File: config.mk
export PLATFORM = sky130hd
export DESIGN_NAME = servo_bank
export DESIGN_NICKNAME = d
export VERILOG_FILES = /design/src/rtl/servo_bank_pkg.sv /design/src/rtl/servo_ch.sv /design/src/rtl/servo_bank.sv
export SDC_FILE = /design/constraint.sdc
export NUM_CORES = 1
export LEC_CHECK = 0
export ABC_AREA = 0
export CAP_MARGIN = 10
export CELL_PAD_IN_SITES_DETAIL_PLACEMENT = 1
export CELL_PAD_IN_SITES_GLOBAL_PLACEMENT = 1
export CORE_MARGIN = 4
export CORE_UTILIZATION = 44
export DETAILED_ROUTE_END_ITERATION = 6
export PLACE_DENSITY_LB_ADDON = 0.12
export SLEW_MARGIN = 10
export SYNTH_ARGS = -nofsm -noshare
export SYNTH_HDL_FRONTEND = slang
export SYNTH_SLANG_ARGS = --single-unit
export TNS_END_PERCENT = 20
File: constraint.sdc
create_clock -name clk -period 2.8 [get_ports clk]
set_clock_uncertainty 0.05 [all_clocks]
set_input_delay 0.28 -clock clk [delete_from_list [all_inputs] [get_ports clk]]
set_output_delay 0.28 -clock clk [all_outputs]
set_load 0.02 [all_outputs]
File: src/rtl/servo_bank_pkg.sv
// servo_bank_pkg: shared types and defaults for the servo_bank controller.
// Holds the per-channel state enum, the counter width helper and the default
// timing constants for a 50 MHz system clock.
package servo_bank_pkg;

    typedef enum logic [1:0] {
        CLOSED  = 2'd0,
        OPENING = 2'd1,
        OPEN    = 2'd2,
        CLOSING = 2'd3
    } ch_state_t;

    localparam int DEF_N_CH        = 4;
    localparam int DEF_TICK_DIV    = 5000;
    localparam int DEF_FRAME_TICKS = 200;
    localparam int DEF_PW_MIN      = 10;
    localparam int DEF_PW_MAX      = 20;
    localparam int DEF_STEP_SLOW   = 1;
    localparam int DEF_STEP_FAST   = 2;
    localparam int DEF_IDLE_FRAMES = 50;

    // Width shared by pos and frame_cnt; one spare bit so pos+step cannot wrap
    function automatic int cnt_width(input int frame_ticks);
        return $clog2(frame_ticks) + 1;
    endfunction

endpackage

File: src/rtl/servo_ch.sv
// servo_ch: one servo channel -- slewing pulse position, open/close FSM,
// PWM compare against the shared frame counter.
// Optional: SERVO_BANK_IDLE_PARK_EN parks the output after a run of idle
// frames in CLOSED.
module servo_ch import servo_bank_pkg::*; #(
`ifdef SERVO_BANK_IDLE_PARK_EN
    parameter int IDLE_FRAMES = DEF_IDLE_FRAMES,
`endif
    parameter int CW        = 9,
    parameter int PW_MIN    = DEF_PW_MIN,
    parameter int PW_MAX    = DEF_PW_MAX,
    parameter int STEP_SLOW = DEF_STEP_SLOW,
    parameter int STEP_FAST = DEF_STEP_FAST
) (
    input  logic          clk,
    input  logic          rst_n,
    input  logic          wrap,
    input  logic [CW-1:0] frame_cnt,
    input  logic          en,
    input  logic          vel,
    output logic          pwm,
    output logic          busy,
    output logic          at_open
);

    localparam logic [CW-1:0] PMIN_C = CW'(PW_MIN);
    localparam logic [CW-1:0] PMAX_C = CW'(PW_MAX);

    logic [CW-1:0] pos;
    logic [CW-1:0] pos_next;
    logic [CW-1:0] step;
    logic [CW-1:0] sum;
    ch_state_t     state;
    ch_state_t     state_next;
    logic          parked;

    // Saturating slew of the pulse position toward open or closed
    always_comb begin
        step     = vel ? CW'(STEP_FAST) : CW'(STEP_SLOW);
        sum      = pos + step;
        pos_next = pos;
        if (en) begin
            pos_next = (sum >= PMAX_C) ? PMAX_C : sum;
        end else begin
            pos_next = (pos <= PMIN_C + step) ? PMIN_C : pos - step;
        end
    end

    // Next state decided from the freshly slewed position and the sampled en
    always_comb begin
        state_next = state;
        case (state)
            CLOSED: begin
                if (en) begin
                    state_next = (pos_next == PMAX_C) ? OPEN : OPENING;
                end
            end
            OPENING: begin
                if (pos_next == PMAX_C) begin
                    state_next = OPEN;
                end else if (!en) begin
                    state_next = CLOSING;
                end
            end
            OPEN: begin
                if (!en) begin
                    state_next = CLOSING;
                end
            end
            CLOSING: begin
                if (pos_next == PMIN_C) begin
                    state_next = CLOSED;
                end else if (en) begin
                    state_next = OPENING;
                end
            end
            default: state_next = CLOSED;
        endcase
    end

    // Position and state only move on the frame wrap, so pulses stay whole
    always_ff @(posedge clk or negedge rst_n) begin
        if (!rst_n) begin
            pos   <= PMIN_C;
            state <= CLOSED;
        end else if (wrap) begin
            pos   <= pos_next;
            state <= state_next;
        end
    end

`ifdef SERVO_BANK_IDLE_PARK_EN
    localparam int IW = $clog2(IDLE_FRAMES + 1);

    logic [IW-1:0] idle_cnt;

    // Count consecutive wraps spent in CLOSED, saturating at the park threshold
    always_ff @(posedge clk or negedge rst_n) begin
        if (!rst_n) begin
            idle_cnt <= '0;
        end else if (wrap) begin
            if (state_next != CLOSED) begin
                idle_cnt <= '0;
            end else if (state == CLOSED && idle_cnt < IW'(IDLE_FRAMES)) begin
                idle_cnt <= idle_cnt + 1'b1;
            end
        end
    end

    assign parked = (state == CLOSED) && (idle_cnt >= IW'(IDLE_FRAMES));
`else
    assign parked = 1'b0;
`endif

    // Registered pulse compare and status flags
    always_ff @(posedge clk or negedge rst_n) begin
        if (!rst_n) begin
            pwm     <= 1'b0;
            busy    <= 1'b0;
            at_open <= 1'b0;
        end else begin
            pwm     <= (frame_cnt < pos) && !parked;
            busy    <= (state == OPENING) || (state == CLOSING);
            at_open <= (state == OPEN);
        end
    end

endmodule

File: src/rtl/servo_bank.sv
// servo_bank: N-channel servo PWM controller with internal tick prescaler and
// 20 ms frame counter shared by all channels.
// Optional: SERVO_BANK_IDLE_PARK_EN (idle parking of closed channels).
module servo_bank import servo_bank_pkg::*; #(
    parameter int N_CH        = DEF_N_CH,
    parameter int TICK_DIV    = DEF_TICK_DIV,
    parameter int FRAME_TICKS = DEF_FRAME_TICKS,
    parameter int PW_MIN      = DEF_PW_MIN,
    parameter int PW_MAX      = DEF_PW_MAX,
    parameter int STEP_SLOW   = DEF_STEP_SLOW,
    parameter int STEP_FAST   = DEF_STEP_FAST,
    parameter int IDLE_FRAMES = DEF_IDLE_FRAMES
) (
    input  logic            clk,
    input  logic            rst_n,
    input  logic [N_CH-1:0] en,
    input  logic [N_CH-1:0] vel,
    output logic [N_CH-1:0] pwm,
    output logic [N_CH-1:0] busy,
    output logic [N_CH-1:0] at_open,
    output logic            frame_start
);

    localparam int CW  = cnt_width(FRAME_TICKS);
    localparam int PSW = (TICK_DIV > 1) ? $clog2(TICK_DIV) : 1;

    if (!(PW_MIN > 0 && PW_MIN < PW_MAX && PW_MAX < FRAME_TICKS &&
          STEP_SLOW >= 1 && STEP_FAST >= 1 && TICK_DIV >= 1 &&
          IDLE_FRAMES >= 1)) begin : g_bad_params
        $error("servo_bank: illegal parameter combination");
    end

    logic [PSW-1:0] prescaler;
    logic [CW-1:0]  frame_cnt;
    logic           tick;
    logic           wrap;

    assign tick = (prescaler == PSW'(TICK_DIV - 1));
    assign wrap = tick && (frame_cnt == CW'(FRAME_TICKS - 1));

    // Divide the system clock down to the PWM tick rate
    always_ff @(posedge clk or negedge rst_n) begin
        if (!rst_n) begin
            prescaler <= '0;
        end else begin
            prescaler <= tick ? '0 : prescaler + 1'b1;
        end
    end

    // Frame position in ticks, plus a strobe for the clock where it returns to 0
    always_ff @(posedge clk or negedge rst_n) begin
        if (!rst_n) begin
            frame_cnt   <= '0;
            frame_start <= 1'b0;
        end else begin
            frame_start <= wrap;
            if (wrap) begin
                frame_cnt <= '0;
            end else if (tick) begin
                frame_cnt <= frame_cnt + 1'b1;
            end
        end
    end

    for (genvar i = 0; i < N_CH; i++) begin : g_ch
        servo_ch #(
`ifdef SERVO_BANK_IDLE_PARK_EN
            .IDLE_FRAMES (IDLE_FRAMES),
`endif
            .CW          (CW),
            .PW_MIN      (PW_MIN),
            .PW_MAX      (PW_MAX),
            .STEP_SLOW   (STEP_SLOW),
            .STEP_FAST   (STEP_FAST)
        ) u_ch (
            .clk       (clk),
            .rst_n     (rst_n),
            .wrap      (wrap),
            .frame_cnt (frame_cnt),
            .en        (en[i]),
            .vel       (vel[i]),
            .pwm       (pwm[i]),
            .busy      (busy[i]),
            .at_open   (at_open[i])
        );
    end

endmodule

==> out/summary.txt <==
Sw power - 0.799 mW
Uppermost layer routed - met4
Fmax - 349 MHz
Yosys reg bits - 79
Overall power - 2.96 mW
Wire length on met1 - 9.63 mm
Via count - 6636
Routed wl met3 - 634 µm
CP Capture Type - flop
PD cells - 350 mW/mm²
Total congestion overflow - 0
Core region area - 0.0147 mm²
Tcrit/Tclk final - 102%
Distinct cells, synth - 79
Setup Crit Path Kind - flop to flop
Residual DRC - 0
Pin count of the biggest net entering global routing - 79
Global placement routability congestion - 0.876
Drt wl/cell - 21.1 µm
Initial antenna violation count - 0
Clock power share - 44.8%
Clock-pin slew on the worst setup and hold paths - 0.06 ns
Cts hold-fix bufs - 0
Comb power frac - 15.5%
Max IR drop VDD - 0.000298 V
Initial Utilization - 45.3%
Top Ports - 23
Final ANT Viol Nets - 0
Failing checks - negative setup slack
Setup violations, final - 4
Number of synthesized flops with an enable pin - 0
Row cnt - 44
Most common cell in the netlist - dfrtp_1
Worst setup margin - -0.0623 ns
RSZ-0062 raised after global routing - yes
Area contributors post-synth - dfrtp_1 27%, ha_1 10%, o21ai_0 3.6%, dfstp_2 3.2%, inv_1 3.2%
Area grow syn2layout - 27.0%
Status - finished with violations
Number of buffers created by CTS - 9
LEAKAGE - 3.95 nW
Drt initial violations - 513
Final wirelength - 22.8 mm
P_int - 2.16 mW
DPL Wire Length - 15.3 mm
Tmin final - 2.86 ns
Syn_nets - 850
Arrival time worst endpoint - 3.04 ns
Later-pin clock latency in the skew report - 0.36 ns
Yosys Warn Count - 0
CTS H-tree depth - 3
Number of global-route vias before repair - 7392
Die width - 131 µm
Wire length on met2 - 11.8 mm
Top cells by count, synth - 71 x dfrtp_1, 56 x inv_1, 56 x nand2_1
Ys flop type - dfrtp_1
Die area - 0.0172 mm²
Sinks on Clock Net - 79
Post-synth top area share - 26.7%
Layout cells sized above 1 - 25.7%
Slew Limit Headroom - 27.2%
Clk buf depth - 2
Port Buffer Count - 22
Cell count after synthesis - 778
Via/cell ratio - 6.17
CTS tree - built
First-pass GRT wire length - 37.0 mm
Final Util - 57.5%
Maxcap violations - 0
DR pass1 iterations - 5
Mapped cell area - 0.00666 mm²
Crit Path Max Fanout - 5
DIE HEIGHT - 131 µm
Fin nets - 959
Req. time, crit path - 2.98 ns
Fillers - 1710
Final Max Slew Viols - 0
Switch share - 27.0%
Sequential share of the synthesized area - 29.8%
Final hold violations - 0
Worst min-delay path class - primary input to asynchronous set/reset pin
Startpoint Class - flop
Root Driver - clkbuf_16
Total track usage - 27.2%
Worst slew pin tran - 1.09 ns
Synth area leader - dfrtp_1
ANT cells - 0
Post-synth ARST share - 100%
Sequential share of power - 39.7%
Mapped Avg Cell Area - 8.56 µm²
## registers in the layout, summed over array words and instances (netlist names)
signal,flops
frame_cnt,9
frame_start,1
g_ch.u_ch.at_open,4
g_ch.u_ch.busy,4
g_ch.u_ch.pos,36
g_ch.u_ch.pwm,4
g_ch.u_ch.state,8
prescaler,13
## through the flow
stage	hold WS [ns]	setup TNS [ns]	cell area, µm²	setup slack, ns	cells
6_report	0.0331	-0.188	8460	-0.0623	1076
3_3_place_gp	0.395	-5.17	7730	-0.413	1048
2_1_floorplan	-0.0656	-0.00139	6670	-0.00139	778
3_5_place_dp	0.402	-8.90	7730	-0.634	1048
4_1_cts	0.110	-0.0149	8280	-0.0107	1072
5_1_grt	0.151	-0.893	8460	-0.177	1076
## per-layer routing
| metal | global-route usage (%) | vias up |
|---|---|---|
| met4 | 13.7 | 0 |
| met2 | 48.0 | 168 |
| met1 | 32.5 | 3370 |
| met3 | 3.17 | 58 |
| met5 | 0 | - |
| li1 | - | 3040 |
## critical path: stages (launching register included)
cell	delay (ns)
dfrtp_1	0.40
ha_2	0.22
inv_2	0.05
fa_2	0.40
nand3b_1	0.24
o21ai_2	0.23
nand3_2	0.14
nor4_4	0.28
buf_4	0.19
o2111ai_4	0.13
o311ai_2	0.31
o31ai_2	0.11
## final cells by class
class / instances / area (µm²) / share of cell area, %
Multi-Input combinational cell: 589 / 4510 / 53.3
Sequential cell: 79 / 1990 / 23.5
Timing Repair Buffer: 149 / 1180 / 14.0
Clock buffer: 10 / 239 / 2.83
Tap cell: 184 / 230 / 2.72
Inverter: 59 / 225 / 2.66
Clock inverter: 6 / 83.8 / 0.991
## path summary, 6_finish.rpt
kind / from / end / slack, ns / cells after the start
hold reg to reg: g_ch[1].u_ch.state[0] / g_ch[1].u_ch.busy / 0.43 / 0
min in group clk: g_ch[1].u_ch.state[0] / g_ch[1].u_ch.busy / 0.43 / 0
setup reg to reg: g_ch[3].u_ch.pos[0] / g_ch[3].u_ch.state[0] / -0.06 / 11
setup / recovery: g_ch[3].u_ch.pos[0] / g_ch[3].u_ch.state[0] / -0.06 / 11
max in group asynchronous: rst_n / g_ch[1].u_ch.pos[1] / 1.84 / 2
hold / removal: rst_n / g_ch[0].u_ch.pos[7] / 0.03 / 1
## cell usage in the layout, fill, tap and decap left out, types with 7 or more instances in the layout
cell	instances
o21ai_1	14
inv_1	50
a31oi_1	12
xor2_1	14
a21oi_1	34
nand2_1	56
a211oi_1	10
xnor2_1	21
dfrtp_1	71
and3_1	13
ha_1	51
dfstp_2	8
nand3_1	26
clkbuf_16	9
clkdlybuf4s50_1	19
nor2_1	50
o21ai_0	40
a21o_1	19
nor3_1	18
nor2b_1	14
inv_2	7
o21bai_1	8
buf_4	126
nand2b_1	11
o31ai_1	8
## cell families (layout without fill, tap and decap cells)
| group | Yosys count | after routing | share of synthesized area (%) |
|---|---|---|---|
| simple gates | 261 | 261 | 21.4 |
| compound gates | 225 | 225 | 23.5 |
| buf+inv | 110 | 224 | 7.27 |
| flops | 79 | 79 | 29.8 |
| fa+ha+maj | 62 | 62 | 12.6 |
| xor+xnor | 36 | 36 | 4.74 |
| mux | 5 | 5 | 0.752 |
## power by group through the flow
| stage | registers, mW | clock network, mW | logic (mW) |
|---|---|---|---|
| after floorplan | 1.18 | 0 | 0.210 |
| after global placement | 1.19 | 0 | 0.369 |
| after detailed placement | 1.19 | 0 | 0.388 |
| after CTS | 1.17 | 1.34 | 0.424 |
| after global routing | 1.17 | 1.38 | 0.495 |
| final | 1.17 | 1.33 | 0.458 |
## repair_timing
item / CTS / global route
endpoints found under the setup margin: 11 / 19
setup buffers: 8 / 4
resized for setup: 36 / 37
pin swaps: 17 / 19
Power figures use the tool's default switching activity.
==> edit, RTL diff (same flow settings) <==
Put a register stage on the output `at_open`, with the module's reset. The value now appears one clock later. The other outputs are not delayed to match.
--- a/src/rtl/servo_bank.sv
+++ b/src/rtl/servo_bank.sv
@@ -23,6 +23,8 @@
 
     localparam int CW  = cnt_width(FRAME_TICKS);
     localparam int PSW = (TICK_DIV > 1) ? $clog2(TICK_DIV) : 1;
+
+    logic [N_CH-1:0] at_open_d;
 
     if (!(PW_MIN > 0 && PW_MIN < PW_MAX && PW_MAX < FRAME_TICKS &&
           STEP_SLOW >= 1 && STEP_FAST >= 1 && TICK_DIV >= 1 &&
@@ -81,8 +83,16 @@
             .vel       (vel[i]),
             .pwm       (pwm[i]),
             .busy      (busy[i]),
-            .at_open   (at_open[i])
+            .at_open   (at_open_d[i])
         );
+    end
+
+    always_ff @(posedge clk or negedge rst_n) begin
+        if (!rst_n) begin
+            at_open <= '0;
+        end else begin
+            at_open <= at_open_d;
+        end
     end
 
 endmodule
Check against the original RTL: no difference found for any inputs over 10 cycles, from zero or initial values and one cycle with rst_n low; that may be too few to reach the edited logic, so the function may still have changed.
==> edit against the original RTL <==
- the run still ends with negative setup slack left
- combinational power rose by 7.4%
- final area is 6.4% higher
- synthesized area is 0.17% lower
- global-route usage hardly changed
- via count increased by 0.69%
- largest power group unchanged
- power about the same
- sequential share of layout area down 0.30 points
- wire length increased by 0.33%
- sequential cell count increased by 4
- hold slack better by 0.27 ns
- setup slack got worse by 0.32 ns
- cell count grew 3.8%
==> edit: results (changes against the original RTL) <==
- The run finished, with violations left.
- The final reports fail on negative setup slack.
- The worst path setup slack after routing came to -0.377 ns (-0.315 ns).
- The multi-input combinational cell count is 580 (-1.5%).
- The met1 usage in global routing is 33.2% (+0.67 points).
- The total vias in the final route is 6,682 (+0.69%).
- The count of instances resized after the clock tree is built is 61 (+69%).
- The count of non-CTS buffers in the layout is 196 (+32%).
- The sequential cell area fraction in the yosys report was 31.4% (+1.6 points).
- The fraction of synthesized area in multiplexers is 1.64% (+0.89 points).
- The post-CTS setup repair buffer count came to 15 (+7).
- The number of detailed-routing iterations run before antenna repair is 4 (-1).
- The depth of the worst register-to-register path is 10 (-1).
- The clock network contribution to total cell area is 3.34% (-0.48 points).
- The number of global-route vias before repair is 7,279 (-1.5%).
- The routed metal-1 wire length is 10.0 mm (+4.0%).
- The average instance area after synthesis was 8.70 um^2 (+1.7%).
- The count of hold buffers inserted by post-cts repair is 1 (+1).
- The via-per-instance ratio is 5.98 (-3.0%).
- The leakage power was 4.27 nW (+8.0%).
- The capture point of the worst path is g_ch[0].u_ch.state[0]$_DFFE_PN0P_.
- The CTS sink count is 83 (+5.1%).
- The final estimated routing congestion in global placement is 0.869 (-0.78%).
- The wire length of the first global-routing pass came to 37.0 mm (about the same).
- The part of the total power dissipated in combinational logic is 16.6% (+1.1 points).
- The number of cells after detailed placement is 1,079 (+3.0%).
- The filler cell count in the final layout is 1,672 (-2.2%).
- The sequential cell area share is 23.2% (-0.30 points).
- Ranked by instance count, the synthesized netlist is headed by sky130_fd_sc_hd__dfrtp_1, sky130_fd_sc_hd__nand2_1, sky130_fd_sc_hd__inv_1, sky130_fd_sc_hd__ha_1, sky130_fd_sc_hd__o21ai_0.
- The total placed instance area came to 0.00810 mm^2 (+4.7%).
- The maximum number of pins on one net before global-route repair is 84 (+6.3%).
- The layout net count is 1,000 (+4.3%).
- The post-route standard cell area excluding fillers was 0.00899 mm^2 (+6.4%).
- The global-route usage over all layers is 27.2% (about the same).
- The reported clock group power is 1.24 mW (-7%).
- The multi-input gate share of total cell area is 50.9% (-2.4 points).
- The largest fanout on the critical path is 3 (-2).
- The post-synthesis net count is 836 (-1.6%).
- The count of inverters other than clock inverters in the layout is 58 (-1.7%).
- The initial DRC count is 333 (-35%).
- The total of endpoints with negative setup slack in the final report is 8 (+4).
- The sum of met2 wire segment lengths after detailed routing is 11.6 mm (-1.8%).
- The number of unique standard cell types used by synthesis is 82 (+3.8%).
- The power in combinational cells is 0.492 mW (+7.4%).
- The transition time of the tightest slew-check pin is 0.541 ns (-0.550 ns).
- By area the synthesized netlist is led by sky130_fd_sc_hd__dfrtp_1, sky130_fd_sc_hd__ha_1, sky130_fd_sc_hd__o21ai_0.
- The startpoint identified for the worst register-to-register timing path is g_ch[0].u_ch.pos[0]$_DFFE_PN0P_.
- The type of the tightest min-delay check is reg -> reg.
- The worst slack at placement is -0.980 ns (-0.346 ns).
- The met3 wirelength from detailed routing was 615 um (-3.0%).
- The hold slack came to 0.305 ns (+0.272 ns).
-- edit: cell count changes after synthesis, moves of 5 or more --
| cell | unedited run | this run |
|---|---|---|
| sky130_fd_sc_hd__a21oi_1 | 36 | 24 |
| sky130_fd_sc_hd__buf_2 | 12 | 3 |
| sky130_fd_sc_hd__o41ai_1 | 1 | 10 |
| sky130_fd_sc_hd__nor2_1 | 53 | 45 |
| sky130_fd_sc_hd__nor3b_1 | 1 | 9 |
| sky130_fd_sc_hd__o21ai_1 | 8 | 0 |
| sky130_fd_sc_hd__buf_4 | 15 | 8 |
| sky130_fd_sc_hd__clkbuf_1 | 23 | 30 |
| sky130_fd_sc_hd__nand2_1 | 56 | 63 |
| sky130_fd_sc_hd__nand4_1 | 5 | 11 |
| sky130_fd_sc_hd__nor3_1 | 19 | 13 |
| sky130_fd_sc_hd__a31oi_1 | 12 | 17 |
